<file path="src/rtl/context_scheduler.sv">
// Preemptive round-robin context scheduler that drives the PC's jump inputs.
// Optional feature: define SCHED_YIELD_EN to add the yield_req voluntary-preemption input.
module context_scheduler #(
    parameter int ADDR_W      = 12,
    parameter int NPROC       = 4,
    parameter int QUANTUM_W   = 8,
    parameter int QUANTUM_RST = 16,
    parameter int OS_ENTRY    = 1083,
    parameter int PROC_BASE   = 0,
    parameter int PROC_STRIDE = 64,
    localparam int CW = (NPROC > 1) ? $clog2(NPROC) : 1
) (
    input  logic                 clock,
    input  logic                 resetCPU,
    input  logic [ADDR_W-1:0]    next_pc,
    input  logic                 HLT,
    input  logic                 sched_en,
    input  logic                 quantum_wr,
    input  logic [QUANTUM_W-1:0] quantum_data,
    input  logic                 mask_wr,
    input  logic [NPROC-1:0]     mask_data,
    input  logic                 resume,
`ifdef SCHED_YIELD_EN
    input  logic                 yield_req,
`endif
    output logic                 ctx_jump,
    output logic [ADDR_W-1:0]    ctx_address,
    output logic                 ctx_to_os,
    output logic                 in_os,
    output logic [CW-1:0]        cur_proc,
    output logic [2:0]           dbg_state_o
);

    typedef enum logic [2:0] {
        IDLE     = 3'd0,
        RUN      = 3'd1,
        SWITCH   = 3'd2,
        OS_WAIT  = 3'd3,
        DISPATCH = 3'd4
    } state_t;

    state_t               state_q;
    logic [QUANTUM_W-1:0] count_q;
    logic [QUANTUM_W-1:0] quantum_q;
    logic [NPROC-1:0]     mask_q;
    logic [ADDR_W-1:0]    saved_pc_q [NPROC];
    logic [CW-1:0]        cur_proc_q;
    logic                 ctx_jump_q;
    logic                 ctx_to_os_q;
    logic [ADDR_W-1:0]    ctx_address_q;
    logic                 in_os_q;

    logic [CW-1:0]        sel_d;
    logic [CW-1:0]        scan_idx;
    logic                 sel_found;
    logic                 yield_w;

`ifdef SCHED_YIELD_EN
    assign yield_w = yield_req;
`else
    assign yield_w = 1'b0;
`endif

    // Round-robin pick: scan from the slot after cur_proc, wrapping, cur_proc last.
    always_comb begin
        sel_d     = cur_proc_q;
        scan_idx  = cur_proc_q;
        sel_found = 1'b0;
        for (int i = 1; i <= NPROC; i++) begin
            scan_idx = cur_proc_q + CW'(i);
            if (!sel_found && mask_q[scan_idx]) begin
                sel_d     = scan_idx;
                sel_found = 1'b1;
            end
        end
    end

    // ctx_jump/resume are single-cycle strobes with no back-pressure: ctx_jump is
    // asserted for exactly the one cycle spent in SWITCH or DISPATCH, and
    // ctx_address/ctx_to_os are meaningful only while it is high.
    always_ff @(posedge clock or posedge resetCPU) begin
        if (resetCPU) begin
            state_q       <= IDLE;
            count_q       <= '0;
            quantum_q     <= QUANTUM_W'(QUANTUM_RST);
            mask_q        <= NPROC'(1);
            cur_proc_q    <= '0;
            ctx_jump_q    <= 1'b0;
            ctx_to_os_q   <= 1'b0;
            ctx_address_q <= '0;
            in_os_q       <= 1'b0;
            for (int i = 0; i < NPROC; i++) begin
                saved_pc_q[i] <= ADDR_W'(PROC_BASE + i * PROC_STRIDE);
            end
        end else begin
            if (quantum_wr) begin
                quantum_q <= (quantum_data == '0) ? QUANTUM_W'(1) : quantum_data;
            end
            if (mask_wr) begin
                mask_q <= mask_data;
            end

            case (state_q)
                IDLE: begin
                    ctx_jump_q  <= 1'b0;
                    ctx_to_os_q <= 1'b0;
                    in_os_q     <= 1'b0;
                    if (sched_en) begin
                        state_q <= RUN;
                        count_q <= quantum_q;
                    end
                end

                RUN: begin
                    ctx_jump_q <= 1'b0;
                    if (!sched_en) begin
                        state_q <= IDLE;
                    end else if (!HLT) begin
                        count_q <= count_q - QUANTUM_W'(1);
                        if (count_q == QUANTUM_W'(1) || yield_w) begin
                            state_q       <= SWITCH;
                            ctx_jump_q    <= 1'b1;
                            ctx_to_os_q   <= 1'b1;
                            ctx_address_q <= ADDR_W'(OS_ENTRY);
                        end
                    end
                end

                SWITCH: begin
                    // next_pc lets whatever instruction is in flight this cycle complete.
                    saved_pc_q[cur_proc_q] <= next_pc;
                    ctx_jump_q             <= 1'b0;
                    ctx_to_os_q            <= 1'b0;
                    in_os_q                <= 1'b1;
                    state_q                <= OS_WAIT;
                end

                OS_WAIT: begin
                    if (!sched_en) begin
                        state_q <= IDLE;
                        in_os_q <= 1'b0;
                    end else if (resume && (mask_q != '0)) begin
                        state_q       <= DISPATCH;
                        in_os_q       <= 1'b0;
                        cur_proc_q    <= sel_d;
                        ctx_jump_q    <= 1'b1;
                        ctx_to_os_q   <= 1'b0;
                        ctx_address_q <= saved_pc_q[sel_d];
                    end
                end

                DISPATCH: begin
                    ctx_jump_q <= 1'b0;
                    count_q    <= quantum_q;
                    state_q    <= RUN;
                end

                default: begin
                    state_q    <= IDLE;
                    ctx_jump_q <= 1'b0;
                    in_os_q    <= 1'b0;
                end
            endcase
        end
    end

    assign ctx_jump    = ctx_jump_q;
    assign ctx_address = ctx_address_q;
    assign ctx_to_os   = ctx_to_os_q;
    assign in_os       = in_os_q;
    assign cur_proc    = cur_proc_q;
    assign dbg_state_o = state_q;

endmodule

</file>
<file path="config.mk">
export PLATFORM = sky130hd
export DESIGN_NAME = context_scheduler
export DESIGN_NICKNAME = d
export VERILOG_FILES = /design/src/rtl/context_scheduler.sv
export SDC_FILE = /design/constraint.sdc
export NUM_CORES = 1
export LEC_CHECK = 0
export ABC_CLOCK_PERIOD_IN_PS = 7900
export CAP_MARGIN = 20
export CORE_MARGIN = 5
export CORE_UTILIZATION = 45
export CTS_CLUSTER_DIAMETER = 60
export CTS_CLUSTER_SIZE = 28
export DETAILED_ROUTE_END_ITERATION = 10
export MAX_ROUTING_LAYER = met4
export PLACE_DENSITY_LB_ADDON = 0.3
export SYNTH_ARGS = -nofsm -noshare
export SYNTH_HDL_FRONTEND = slang
export SYNTH_SLANG_ARGS = --single-unit
</file>
<file path="constraint.sdc">
create_clock -name clock -period 7.9 [get_ports clock]
set_input_delay 1.58 -clock clock [delete_from_list [all_inputs] [get_ports clock]]
set_output_delay 1.58 -clock clock [all_outputs]
set_load 0.02 [all_outputs]
</file>
* Word-level counts from Yosys, hierarchy flattened
Index checks and enable logic that the tools add are counted.
** Operators by class
- Equality and inequality tests :: 14
- Bitwise gates (word level) :: 3
- Mux-type cells :: 53
- $add $sub $neg :: 4
- Order comparisons :: 7
- Reductions and logical operators :: 23
** Operators with widths (number)
- $mux W12 :: 8
- $bwmux W48 :: 1
- $mux W8 :: 4
- $bmux W12 S2 :: 1
- $demux W12 S2 :: 1
- $pmux W12 S2 :: 1
- $pmux W8 S3 :: 1
- $mux W1 :: 18
- $mux W3 :: 6
- $pmux W3 S5 :: 1
- $lt A2 B3 Y1 const B :: 4
- $ne A2 B2 Y1 const B :: 6
- $reduce_and A6 Y1 :: 2
- $ne A3 B3 Y1 const B :: 3
- $bmux W1 S2 :: 4
- $eq A8 B1 Y1 const B :: 1
- $logic_not A8 Y1 :: 1
- $mux W2 :: 4
- $reduce_and A4 Y1 :: 2
- $sub A8 B1 Y8 const B :: 1
- $eq A3 B2 Y1 const B :: 2
- $ge A3 B3 Y1 const B :: 2
- $not A2 Y3 :: 2
- $pmux W1 S3 :: 2
- 16 further kinds :: 26
** Storage, ports and cells
- Output and inout port bits :: 20
- Bits in registers :: 88
- Logic and storage cells :: 117

* Longest topological paths before layout
- Depth in word-level cells :: 20
- Depth in mapped cells :: 10
- Gate-level depth less buffers :: 8

* Worst setup path before layout
Ideal clock, no wire load.
- Path kind :: input to register
- Start point :: input resume
- End point :: register ctx_address_q[10] (netlist: ctx_address[10])
- Data required time :: 7796 ps
- Setup slack :: 5058 ps
- Cell stages on the path :: 7
- Library setup time :: 104 ps
- Data arrival time :: 2738 ps
- Buffers on the path :: 1
- Cells stage by stage :: o41a_1 and2_1 nand3_1 clkinv_1 and2_1 clkbuf_1 a221oi_1
** On the way
- Cells in the longest elaborated chain, start to end :: 3
** RTL lines
- start, declared :: line 22 : input logic resume,
- $logic_and A1 B1 Y1 :: line 142 : end else if (resume && (mask_q != '0)) begin
- $ne A2 B2 Y1 (no source line)
- $reduce_and A6 Y1 (no source line)
- end signal, assigned :: line 124 : ctx_address_q <= ADDR_W'(OS_ENTRY);
- end signal, assigned :: line 148 : ctx_address_q <= saved_pc_q[sel_d];
- end, declared :: line 50 : logic [ADDR_W-1:0] ctx_address_q;
Every way passes these cells.
A chain may end at the register's enable or synchronous reset.

* Final worst setup path
- Start point :: register cur_proc_q[0] (netlist: cur_proc[0])
- End point :: register ctx_address_q[4] (netlist: ctx_address[4])
** On the way
- Cells in the longest elaborated chain, start to end :: 20
- Elaborated cells on any way between the ends :: 31
** RTL lines
- start, declared :: line 47 : logic [CW-1:0] cur_proc_q;
- start signal, assigned :: line 145 : cur_proc_q <= sel_d;
- $add A2 B1 Y2 :: line 70 : scan_idx = cur_proc_q + CW'(i);
- $bmux W1 S2 :: line 71 : if (!sel_found && mask_q[scan_idx]) begin
- $mux W1 (implied by the code) :: line 71
- $mux W1 :: line 71
- $logic_not A1 Y1 :: line 71
- $logic_and A1 B1 Y1 :: line 71
- $mux W1 :: line 71
- $logic_not A1 Y1 :: line 71
- [3 not listed]
- $logic_and A1 B1 Y1 :: line 71
- $mux W2 (*) :: line 71
- $not A2 Y3 (implied by the code) (*) :: line 148
- $bmux W12 S2 (*) :: line 148
- $mux W12 (implied by the code) (*) (2 in series) :: line 148
- $mux W12 (*) :: line 142
- $mux W12 (*) :: line 139 : if (!sched_en) begin
- $pmux W12 S2 (*) :: line 103 : case (state_q)
Every way passes the cells marked *; elsewhere a longest branch is shown, timed or not. The select of a mux whose other input is x is not followed.

==> reports/summary.txt <==
Total setup buffers inserted after CTS = 0
Clk pwr share = 21.7%
Rows = 35
Syn Area/Cell = 11.5 um^2
Finished Layout Cells = 529
Slew HR = 20.1%
Antenna fix cells = 0
Least-Margin Pin Slew = 1.20 ns
Count of final hold-check violations = 0
Worst-case vdd ir drop = 0.131 mV
Tot GR Track Use = 17.2%
HPWL Detailed = 6150 um
Hold Crit Class = flip-flop to flip-flop
Die ar. = 11400 um^2
Critical Path End Type = flip-flop
Routed wire length = 9100 um
Leak = 2.24 nW
RSZ-0062 raised after global routing = no
Pins Over Slew Limit = 0
Slowest-stage cell, CP = o21ai_1
Status = complete, no violations
Die width = 107 um
Syn Nets = 406
Layout area overhead = 18.3%
Synth cell count leaders = 82 x dfrtp_1, 51 x mux2_2, 26 x o21ai_0, 25 x nor2_1, 20 x inv_1
CTS Buf Count = 9
Port buffer count = 50
H-tree levels = 3
Nets = 450
CP required = 8.14 ns
IO Count = 51
Multi-input gate area = 1850 um^2
Worst Skew = 0.0149 ns
Syn Inst Count = 369
Post-synth EDFFs = 0
Switching power = 0.000492 W
PD cells = 284 nW/um^2
Post-synthesis register bit count = 88
GPL Wtd Cong = 0.875
Worst path cell trace = inv_1 -> ha_1 -> mux4_2 -> nor2b_4 -> o21ai_1 -> nand2_1 -> mux2i_1 -> a221oi_1
CTS sink count = 88
CTS tree = built
Clock transition at path regs = 0.08 ns
Sw Share = 34.6%
CP max FO = 14
Die Y = 107 um
Routed via count = 3030
Yosys warns = 0
Clk buf depth = 2
DRC violations left = 0
Combinational share of power = 34.2%
Synth top area cells = dfrtp_1 49%, mux2_2 14%, dfstp_2 3.7%
Int Power = 0.000928 W
Worst path max stage delay = 0.79 ns
First-pass DRT Iterations = 4
Synth unique cells = 42
Flop pwr share = 44.1%
Fin crit share = 50.5%
Vias in the first global route = 3087
Largest net degree at the start of global routing = 89
CTS Root Cell = clkbuf_8
Yosys top cell area share = 48.5%
Layout cell share with drive strength beyond 1 = 19.6%
Worst EP arrival = 4.23 ns
Grt total ovfl = 0
Area of the core = 9200 um^2
Post-CTS sizing = 0
Initial antenna violation count = 0
DR WL/cell = 17.2 um
Post-route ant nets = 0
Starting DRT DRC Count = 138
Register area = 2210 um^2
DR vias/cell = 5.73
WS Path Type = flip-flop to flip-flop
Inst Count DP = 512
Max-Cap Viols = 0
Hold buffer count at CTS = 0
Final min period = 3.99 ns
Final Setup Violations = 0
Wire length of the first global-routing pass = 15300 um
Starting Density = 46.0%
Setup_tns = 0 ns
Fmax = 0.250 GHz
Worst skew pair latency = 0.35 ns
Crit start category = flip-flop
Layout fillers = 816
Post-synthesis sequential area ratio = 52.2%
Top-count cell post-synth = dfrtp_1
Top FF cell, synth = dfrtp_1
Cell taking the most area after synthesis = dfrtp_1
Ys async rst share = 100%
Cell Area, Synth = 4230 um^2
## layer usage
layer | vias up | track usage (%) | part of all wire, %
met5 | - | - | 0
met1 | 1550 | 22.0 | 45
met3 | 4 | 4.15 | 4.2
met2 | 55 | 28.4 | 50
li1 | 1421 | - | -
met4 | 0 | 3.29 | 0.42
## path summary, 6_finish.rpt
check,to,slack [ns],depth (start not counted),from
worst max-delay path,ctx_address[4],3.91,8,cur_proc[0]
worst min-delay path,in_os,0.49,1,in_os
worst max register to register,ctx_address[4],3.91,8,cur_proc[0]
worst min register to register,in_os,0.49,1,in_os
max in group asynchronous,saved_pc_q[30],5.59,4,resetCPU
min in group asynchronous,quantum_q[2],1.63,3,resetCPU
## area by class of cell
class	instances	share of cell area, %
tap	111	2.77
timing repair buffer	52	10.7
sequential	88	44.2
clock inverter	6	1.35
clock buffer	10	2.55
inverter	21	1.60
multi-input combinational	241	36.9
## placed cells by master (no fill, tap or decap), types with 2 or more instances in the layout
cell              n
mux2i_1          13
o21ai_0          26
clkinvlp_4        2
a31oi_1           2
and3_1            2
dfstp_2           6
nand2_1          17
clkdlybuf4s50_1  50
dfrtp_1          82
ha_1              6
a22oi_1           3
o31ai_1           3
o211ai_1          7
nor4_1            4
mux2_2           51
a221oi_1          6
inv_1            19
nor2_1           25
a32oi_1           2
clkinv_2          2
a32o_1            6
nand2b_1          3
and2_1            7
clkbuf_8          9
a21oi_1          18
nor2b_1           3
a211o_1           6
nor3_1            5
mux4_2            4
nand3_1           7
o22ai_1           3
a21boi_0          2
## power by group through the flow
stage | Combinational [W] | Clock (W) | Sequential, W
finish | 0.000486 | 0.000308 | 0.000626
global route | 0.000535 | 0.000334 | 0.000641
CTS | 0.000488 | 0.000318 | 0.000626
detailed placement | 0.000485 | 0 | 0.000634
global placement | 0.000464 | 0 | 0.000629
floorplan | 0.000326 | 0 | 0.000642
## state kept, by name, summed over array words and instances (netlist names)
name         flops
in_os            1
ctx_jump         1
dbg_state_o      3
ctx_to_os        1
mask_q           4
ctx_address     12
cur_proc         2
saved_pc_q      48
count_q          8
quantum_q        8
## metrics by stage
step	hold WS (ns)	utilization, %	area (um^2)	setup slack (ns)	power, W
final	0.493	54.4	5000	3.91	0.00142
after global routing	0.523	54.4	5000	3.56	0.00151
after CTS	0.502	54.1	4980	3.91	0.00143
after detailed placement	0.482	52.0	4780	3.92	0.00112
after global placement	0.466	52.0	4780	4.20	0.00109
after floorplan	0.474	-	4230	4.05	0.000968
## critical path, delay by kind of cell (launching register included)
family / cells / cell delay (ns)
adder cells (fa/ha/maj): 1 / 0.41
flip-flops: 1 / 0.68
buffers and inverters: 1 / 0.18
multiplexers: 2 / 0.64
AND/OR/NAND/NOR: 2 / 0.88
AO/OA/AOI/OAI: 2 / 1.10
## cell families (layout without fill, tap and decap cells)
family	count (synthesis)	count (layout)	share of synthesized area [%]
buffers and inverters	40	89	4.14
multiplexers	68	68	18.8
adder cells (fa/ha/maj)	6	6	1.77
XOR/XNOR	1	1	0.207
AND/OR/NAND/NOR	77	77	8.96
AO/OA/AOI/OAI	89	89	13.9
flip-flops	88	88	52.2
(Power assumes the default switching activity.)
